[src/rtl/decode_dispatch_queue.sv]
// In-order dispatch queue at the consumer end of the decode mux.
// Decoded instructions are buffered in a circular buffer. The head entry is
// dispatched when its functional unit reports ready. The queue drives stall
// backpressure and a sticky overflow flag, and supports a synchronous flush.
module decode_dispatch_queue #(
  parameter int addressWidth            = 64,
  parameter int opcodeSize              = 12,
  parameter int funcUnitCodeSize        = 3,
  parameter int instructionCounterWidth = 64,
  parameter int instMinIdWidth          = 7,
  parameter int PidSize                 = 20,
  parameter int TidSize                 = 16,
  parameter int regAccessPatternSize    = 2,
  parameter int bodyWidth               = 64,
  parameter int queueDepth              = 8
) (
  input  logic                               clock_i,
  input  logic                               reset_i,
  input  logic                               flush_i,
  input  logic                               enable_i,
  input  logic [opcodeSize-1:0]              opcode_i,
  input  logic [addressWidth-1:0]            address_i,
  input  logic [funcUnitCodeSize-1:0]        funcUnitType_i,
  input  logic [instructionCounterWidth-1:0] majID_i,
  input  logic [instMinIdWidth-1:0]          minID_i,
  input  logic [instMinIdWidth-1:0]          numMicroOps_i,
  input  logic                               is64Bit_i,
  input  logic [PidSize-1:0]                 pid_i,
  input  logic [TidSize-1:0]                 tid_i,
  input  logic [regAccessPatternSize-1:0]    op1rw_i,
  input  logic [regAccessPatternSize-1:0]    op2rw_i,
  input  logic [regAccessPatternSize-1:0]    op3rw_i,
  input  logic [regAccessPatternSize-1:0]    op4rw_i,
  input  logic                               op1IsReg_i,
  input  logic                               op2IsReg_i,
  input  logic                               op3IsReg_i,
  input  logic                               op4IsReg_i,
  input  logic [bodyWidth-1:0]               body_i,
  input  logic [2**funcUnitCodeSize-1:0]     unitReady_i,
  output logic                               stall_o,
  output logic                               overflow_o,
  output logic                               valid_o,
  output logic [opcodeSize-1:0]              opcode_o,
  output logic [addressWidth-1:0]            address_o,
  output logic [funcUnitCodeSize-1:0]        funcUnitType_o,
  output logic [instructionCounterWidth-1:0] majID_o,
  output logic [instMinIdWidth-1:0]          minID_o,
  output logic [instMinIdWidth-1:0]          numMicroOps_o,
  output logic                               is64Bit_o,
  output logic [PidSize-1:0]                 pid_o,
  output logic [TidSize-1:0]                 tid_o,
  output logic [regAccessPatternSize-1:0]    op1rw_o,
  output logic [regAccessPatternSize-1:0]    op2rw_o,
  output logic [regAccessPatternSize-1:0]    op3rw_o,
  output logic [regAccessPatternSize-1:0]    op4rw_o,
  output logic                               op1IsReg_o,
  output logic                               op2IsReg_o,
  output logic                               op3IsReg_o,
  output logic                               op4IsReg_o,
  output logic [bodyWidth-1:0]               body_o
);

  localparam int PTR_W = $clog2(queueDepth);
  localparam int CNT_W = PTR_W + 1;

  typedef struct packed {
    logic [opcodeSize-1:0]              opcode;
    logic [addressWidth-1:0]            address;
    logic [funcUnitCodeSize-1:0]        funcUnitType;
    logic [instructionCounterWidth-1:0] majID;
    logic [instMinIdWidth-1:0]          minID;
    logic [instMinIdWidth-1:0]          numMicroOps;
    logic                               is64Bit;
    logic [PidSize-1:0]                 pid;
    logic [TidSize-1:0]                 tid;
    logic [regAccessPatternSize-1:0]    op1rw;
    logic [regAccessPatternSize-1:0]    op2rw;
    logic [regAccessPatternSize-1:0]    op3rw;
    logic [regAccessPatternSize-1:0]    op4rw;
    logic                               op1IsReg;
    logic                               op2IsReg;
    logic                               op3IsReg;
    logic                               op4IsReg;
    logic [bodyWidth-1:0]               body;
  } entry_t;

  entry_t                        mem [queueDepth];
  entry_t                        in_entry;
  entry_t                        out_entry_p0;
  logic                          vld_p0;
  logic                          overflow;
  logic [PTR_W-1:0]              head;
  logic [PTR_W-1:0]              tail;
  logic [CNT_W-1:0]              count;
  logic [funcUnitCodeSize-1:0]   ready_idx;
  logic                          head_ready;
  logic                          full;
  logic                          pop;
  logic                          push;
  logic                          drop;

  // Gather the incoming bundle into one storage word.
  always_comb begin
    in_entry              = '0;
    in_entry.opcode       = opcode_i;
    in_entry.address      = address_i;
    in_entry.funcUnitType = funcUnitType_i;
    in_entry.majID        = majID_i;
    in_entry.minID        = minID_i;
    in_entry.numMicroOps  = numMicroOps_i;
    in_entry.is64Bit      = is64Bit_i;
    in_entry.pid          = pid_i;
    in_entry.tid          = tid_i;
    in_entry.op1rw        = op1rw_i;
    in_entry.op2rw        = op2rw_i;
    in_entry.op3rw        = op3rw_i;
    in_entry.op4rw        = op4rw_i;
    in_entry.op1IsReg     = op1IsReg_i;
    in_entry.op2IsReg     = op2IsReg_i;
    in_entry.op3IsReg     = op3IsReg_i;
    in_entry.op4IsReg     = op4IsReg_i;
    in_entry.body         = body_i;
  end

  // unitReady_i is indexed MSB-first: unit code k lives at bit (2**W-1-k),
  // which is the bitwise complement of k.
  assign ready_idx  = ~mem[head].funcUnitType;
  assign head_ready = unitReady_i[ready_idx];

  // Queue control decisions. A push into a full queue is allowed only when
  // the same edge pops, since the pop frees the slot being written.
  assign full    = (count == CNT_W'(queueDepth));
  assign pop     = !flush_i && (count != '0) && head_ready;
  assign push    = !flush_i && enable_i && (!full || pop);
  assign drop    = !flush_i && enable_i && full && !pop;
  assign stall_o = (count >= CNT_W'(queueDepth - 1));

  // Pointer, occupancy, valid and sticky overflow state.
  always_ff @(posedge clock_i) begin
    if (reset_i) begin
      head     <= '0;
      tail     <= '0;
      count    <= '0;
      vld_p0   <= 1'b0;
      overflow <= 1'b0;
    end else if (flush_i) begin
      head   <= '0;
      tail   <= '0;
      count  <= '0;
      vld_p0 <= 1'b0;
    end else begin
      if (push) tail <= tail + PTR_W'(1);
      if (pop)  head <= head + PTR_W'(1);
      case ({push, pop})
        2'b10:   count <= count + CNT_W'(1);
        2'b01:   count <= count - CNT_W'(1);
        default: count <= count;
      endcase
      vld_p0 <= pop;
      if (drop) overflow <= 1'b1;
    end
  end

  // Entry storage write; contents need no reset since the pointers gate them.
  always_ff @(posedge clock_i) begin
    if (!reset_i && push) mem[tail] <= in_entry;
  end

  // Dispatch register stage: holds the last dispatched entry between pops.
  always_ff @(posedge clock_i) begin
    if (reset_i) begin
      out_entry_p0 <= '0;
    end else if (pop) begin
      out_entry_p0 <= mem[head];
    end
  end

  assign valid_o        = vld_p0;
  assign overflow_o     = overflow;
  assign opcode_o       = out_entry_p0.opcode;
  assign address_o      = out_entry_p0.address;
  assign funcUnitType_o = out_entry_p0.funcUnitType;
  assign majID_o        = out_entry_p0.majID;
  assign minID_o        = out_entry_p0.minID;
  assign numMicroOps_o  = out_entry_p0.numMicroOps;
  assign is64Bit_o      = out_entry_p0.is64Bit;
  assign pid_o          = out_entry_p0.pid;
  assign tid_o          = out_entry_p0.tid;
  assign op1rw_o        = out_entry_p0.op1rw;
  assign op2rw_o        = out_entry_p0.op2rw;
  assign op3rw_o        = out_entry_p0.op3rw;
  assign op4rw_o        = out_entry_p0.op4rw;
  assign op1IsReg_o     = out_entry_p0.op1IsReg;
  assign op2IsReg_o     = out_entry_p0.op2IsReg;
  assign op3IsReg_o     = out_entry_p0.op3IsReg;
  assign op4IsReg_o     = out_entry_p0.op4IsReg;
  assign body_o         = out_entry_p0.body;

endmodule

[config.mk]
export PLATFORM = sky130hd
export DESIGN_NAME = decode_dispatch_queue
export DESIGN_NICKNAME = d
export VERILOG_FILES = /design/src/rtl/decode_dispatch_queue.sv
export SDC_FILE = /design/constraint.sdc
export NUM_CORES = 2
export LEC_CHECK = 0
export CORE_MARGIN = 3
export CORE_UTILIZATION = 40
export DETAILED_ROUTE_END_ITERATION = 8
export GPL_TIMING_DRIVEN = 0
export SYNTH_ARGS = -nofsm -noshare
export SYNTH_HDL_FRONTEND = slang
export SYNTH_SLANG_ARGS = --single-unit
[constraint.sdc]
create_clock -name clock_i -period 50.4 [get_ports clock_i]
set_input_delay 5.04 -clock clock_i [delete_from_list [all_inputs] [get_ports clock_i]]
set_output_delay 5.04 -clock clock_i [all_outputs]
set_load 0.01 [all_outputs]
==> results.sh <==
export IMPL_status="finished, final reports clean"
export IMPL_grt_pass1_vias=46400
export IMPL_path_clk_slew_ps=60
export IMPL_syn_nets=4409
export IMPL_htreeDepth=5
export IMPL_hold_viol=0
export IMPL_fmax_ghz=0.117
export IMPL_area_delta_synth_final_pct=23.5
export IMPL_skew_ps=78.0
export IMPL_p_seq_share_pct=51.8
export IMPL_nets=5453
export IMPL_num_fill_cells=17900
export IMPL_critPathCapture="mem[2][262]"
export IMPL_power_frac_clock_pct=45.5
export IMPL_cts_root_buf="clkbuf_16"
export IMPL_wire_per_inst_um=27.2
export IMPL_slew_headroom_pct=16.5
export IMPL_cts_tree="built"
export IMPL_grt_max_degree=25
export IMPL_place_congestion=0.740
export IMPL_final_area_mm2=0.112
export IMPL_postLayoutCoreUtil_pct=49.9
export IMPL_cts_setup_buffers=0
export IMPL_internal_power_w=0.00345
export IMPL_drtIter0Drc=3810
export IMPL_drive_gt1_share_pct=23.2
export IMPL_worst_setup_path_start_kind="input pin"
export IMPL_stdcell_count=8373
export IMPL_antenna_left=0
export IMPL_fin_crit_ps=8530
export IMPL_vias=45000
export IMPL_ctsResizeCount=0
export IMPL_tightest_slew_ps=1250
export IMPL_grt_pass1_wl_mm=330
export IMPL_drc=0
export IMPL_critPathKind="input pin to flip-flop"
export IMPL_cts_hold_fix_buffers=0
export IMPL_yosysSeqAreaShare_pct=78.2
export IMPL_swShare_pct=19.7
export IMPL_syn_instance_count=4124
export IMPL_dr_pass1_iters=7
export IMPL_dieHeight_um=481
export IMPL_layout_common_cells="2,160 x edfxtp_1, 553 x clkdlybuf4s50_1, 540 x mux4_2"
export IMPL_finalSetupTns_ps=0
export IMPL_clock_path_buffers=4
export IMPL_worstPathArrival_ps=9130
export IMPL_pwr_share_comb_pct=2.7
export IMPL_die_x_um=481
export IMPL_clkSinkCount=2445
export IMPL_required_ps=50990
export IMPL_leakagePower_nw=33.8
export IMPL_track_usage_pct=19.7
export IMPL_place_hpwl_mm=153
export IMPL_rrSetupSlack_ps=44540
export IMPL_start_util_pct=40.4
export IMPL_power_switching_w=0.000845
export IMPL_power_density_mw_per_mm2=38.5
export IMPL_setup_viol=0
export IMPL_wl_mm=228
export IMPL_rows=173
export IMPL_viasPerCell=5.37
export IMPL_final_common_cell="edfxtp_1"
export IMPL_critPathLaunch="unitReady_i[3]"
export IMPL_clk_latency_ps=950
export IMPL_antenna_found_initial=73
export IMPL_cts_buffers=278
export IMPL_overflow=0
export IMPL_slew_violations=0
export IMPL_synth_warnings=0
export IMPL_dpl_cell_area_mm2=0.103
export IMPL_port_buffers=553
export IMPL_core_mm2=0.223
export IMPL_irDropWorstVdd_mv=0.0316
export IMPL_die_area_mm2=0.231
export IMPL_cap_viol_max_count=0
export IMPL_syn_cell_area_mm2=0.0903
export IMPL_rsz0062_at_grt="no"
export IMPL_post_synth_num_cell_types=35
export IMPL_io_pins=555
export IMPL_rr_endpoint="mem[2][262]"
export IMPL_crit_fanout=10
export IMPL_endpoint_kind="flip-flop"
export IMPL_synth_area_per_cell_um2=21.9
export IMPL_post_route_period_util_pct=16.9
export IMPL_reg2reg_depth=18
export IMPL_ys_ff_latch=2445
export IMPL_dp_cells=7862
export IMPL_hold_class="flip-flop to flip-flop"
-- worst max-delay path, cell delays in order --
cell	delay [ps]
clkdlybuf4s50_1	450
mux2i_1	190
a221oi_1	310
and4_1	230
buf_4	150
buf_6	160
o21ai_1	260
nor3_2	740
buf_6	250
buf_4	220
buf_8	180
buf_6	180
buf_6	200
buf_6	190
buf_6	160
buf_6	170
-- registers in the layout, indices dropped and copies added, names as in the netlist, 2 cells and up, named ones only --
| register | count |
|---|---|
| head | 3 |
| funcUnitType_o | 3 |
| tid_o | 16 |
| majID_o | 64 |
| op4rw_o | 2 |
| pid_o | 20 |
| tail | 3 |
| mem | 2160 |
| count | 4 |
| address_o | 64 |
| body_o | 64 |
| numMicroOps_o | 7 |
| op1rw_o | 2 |
| op2rw_o | 2 |
| opcode_o | 12 |
| op3rw_o | 2 |
| minID_o | 7 |
-- power by group through the flow --
stage                     Sequential [W]  Combinational [W]  Clock (W)
after global placement           0.00228           0.000110          0
after global routing             0.00222           0.000125    0.00209
after CTS                        0.00222           0.000117    0.00200
after floorplan                  0.00227          0.0000368          0
final                            0.00222           0.000115    0.00195
after detailed placement         0.00227           0.000117          0
-- metal layers --
layer	GRT usage (%)	wire length [µm]
met5	0	252
met4	6.36	6750
met3	5.09	15700
met2	31.3	110000
met1	26.6	95600
-- synth_stat cells (all sizes together) --
cell type  instances  area [µm²]
ha                 3        37.5
dfxtp            285        5710
nand2             16        60.1
inv                2        7.51
xnor2              1        8.76
a21bo              1        10.0
or3                6        37.5
and4               1        8.76
edfxtp          2160       64900
mux2               2        22.5
o211ai             2        15.0
nor4               1        6.26
a21oi              1        5.00
nor3               9        55.1
nor2b              3        18.8
a21boi             1        7.51
buf               80         529
mux4             540       12200
clkbuf           166         623
o21ai              1        5.00
mux2i            284        2860
and3               1        6.26
nand2b             1        6.26
nor2             280        1050
xor2               1        8.76
nand3b             2        15.0
a221oi             1        8.76
a211oi           270        2130
nand3              3        15.0
-- metrics by stage --
step / setup WS, ps / hold slack, ps / total power [W]
after floorplan: 24880 / 451 / 0.00231
after global placement: 1780 / 447 / 0.00239
after detailed placement: 40930 / 450 / 0.00238
after CTS: 41910 / 460 / 0.00434
after global routing: 41720 / 493 / 0.00443
final: 41870 / 460 / 0.00429
-- how the worst min path moves through the flow --
stage | startpoint | cells past startpoint | endpoint | slack, ps
finish | overflow_o | 2 | overflow_o | 460
global placement | overflow_o | 2 | overflow_o | 450
CTS | overflow_o | 2 | overflow_o | 460
global route | overflow_o | 2 | overflow_o | 490
floorplan | count[3] | 2 | count[3] | 450
detailed placement | overflow_o | 2 | overflow_o | 450
-- final cells by class --
class / count / area, µm² / share of cell area, %
Tap cell: 2975 / 3720 / 3.34
Buffer: 246 / 1160 / 1.04
Inverter: 2 / 7.51 / 0.00673
Multi-Input combinational cell: 1431 / 18600 / 16.7
Timing Repair Buffer: 764 / 8530 / 7.65
Sequential cell: 2445 / 70600 / 63.3
Clock inverter: 88 / 897 / 0.805
Antenna cell: 25 / 62.6 / 0.0561
Clock buffer: 397 / 7950 / 7.13
-- logic make-up after synthesis --
| kind of cell | synth area share (%) |
|---|---|
| compound gates | 2.41 |
| xor+xnor | 0.0194 |
| fa+ha+maj | 0.0416 |
| buf+inv | 1.28 |
| flops | 78.2 |
| mux | 16.7 |
| simple gates | 1.42 |
Note: power is estimated with default switching activity, not from simulation.
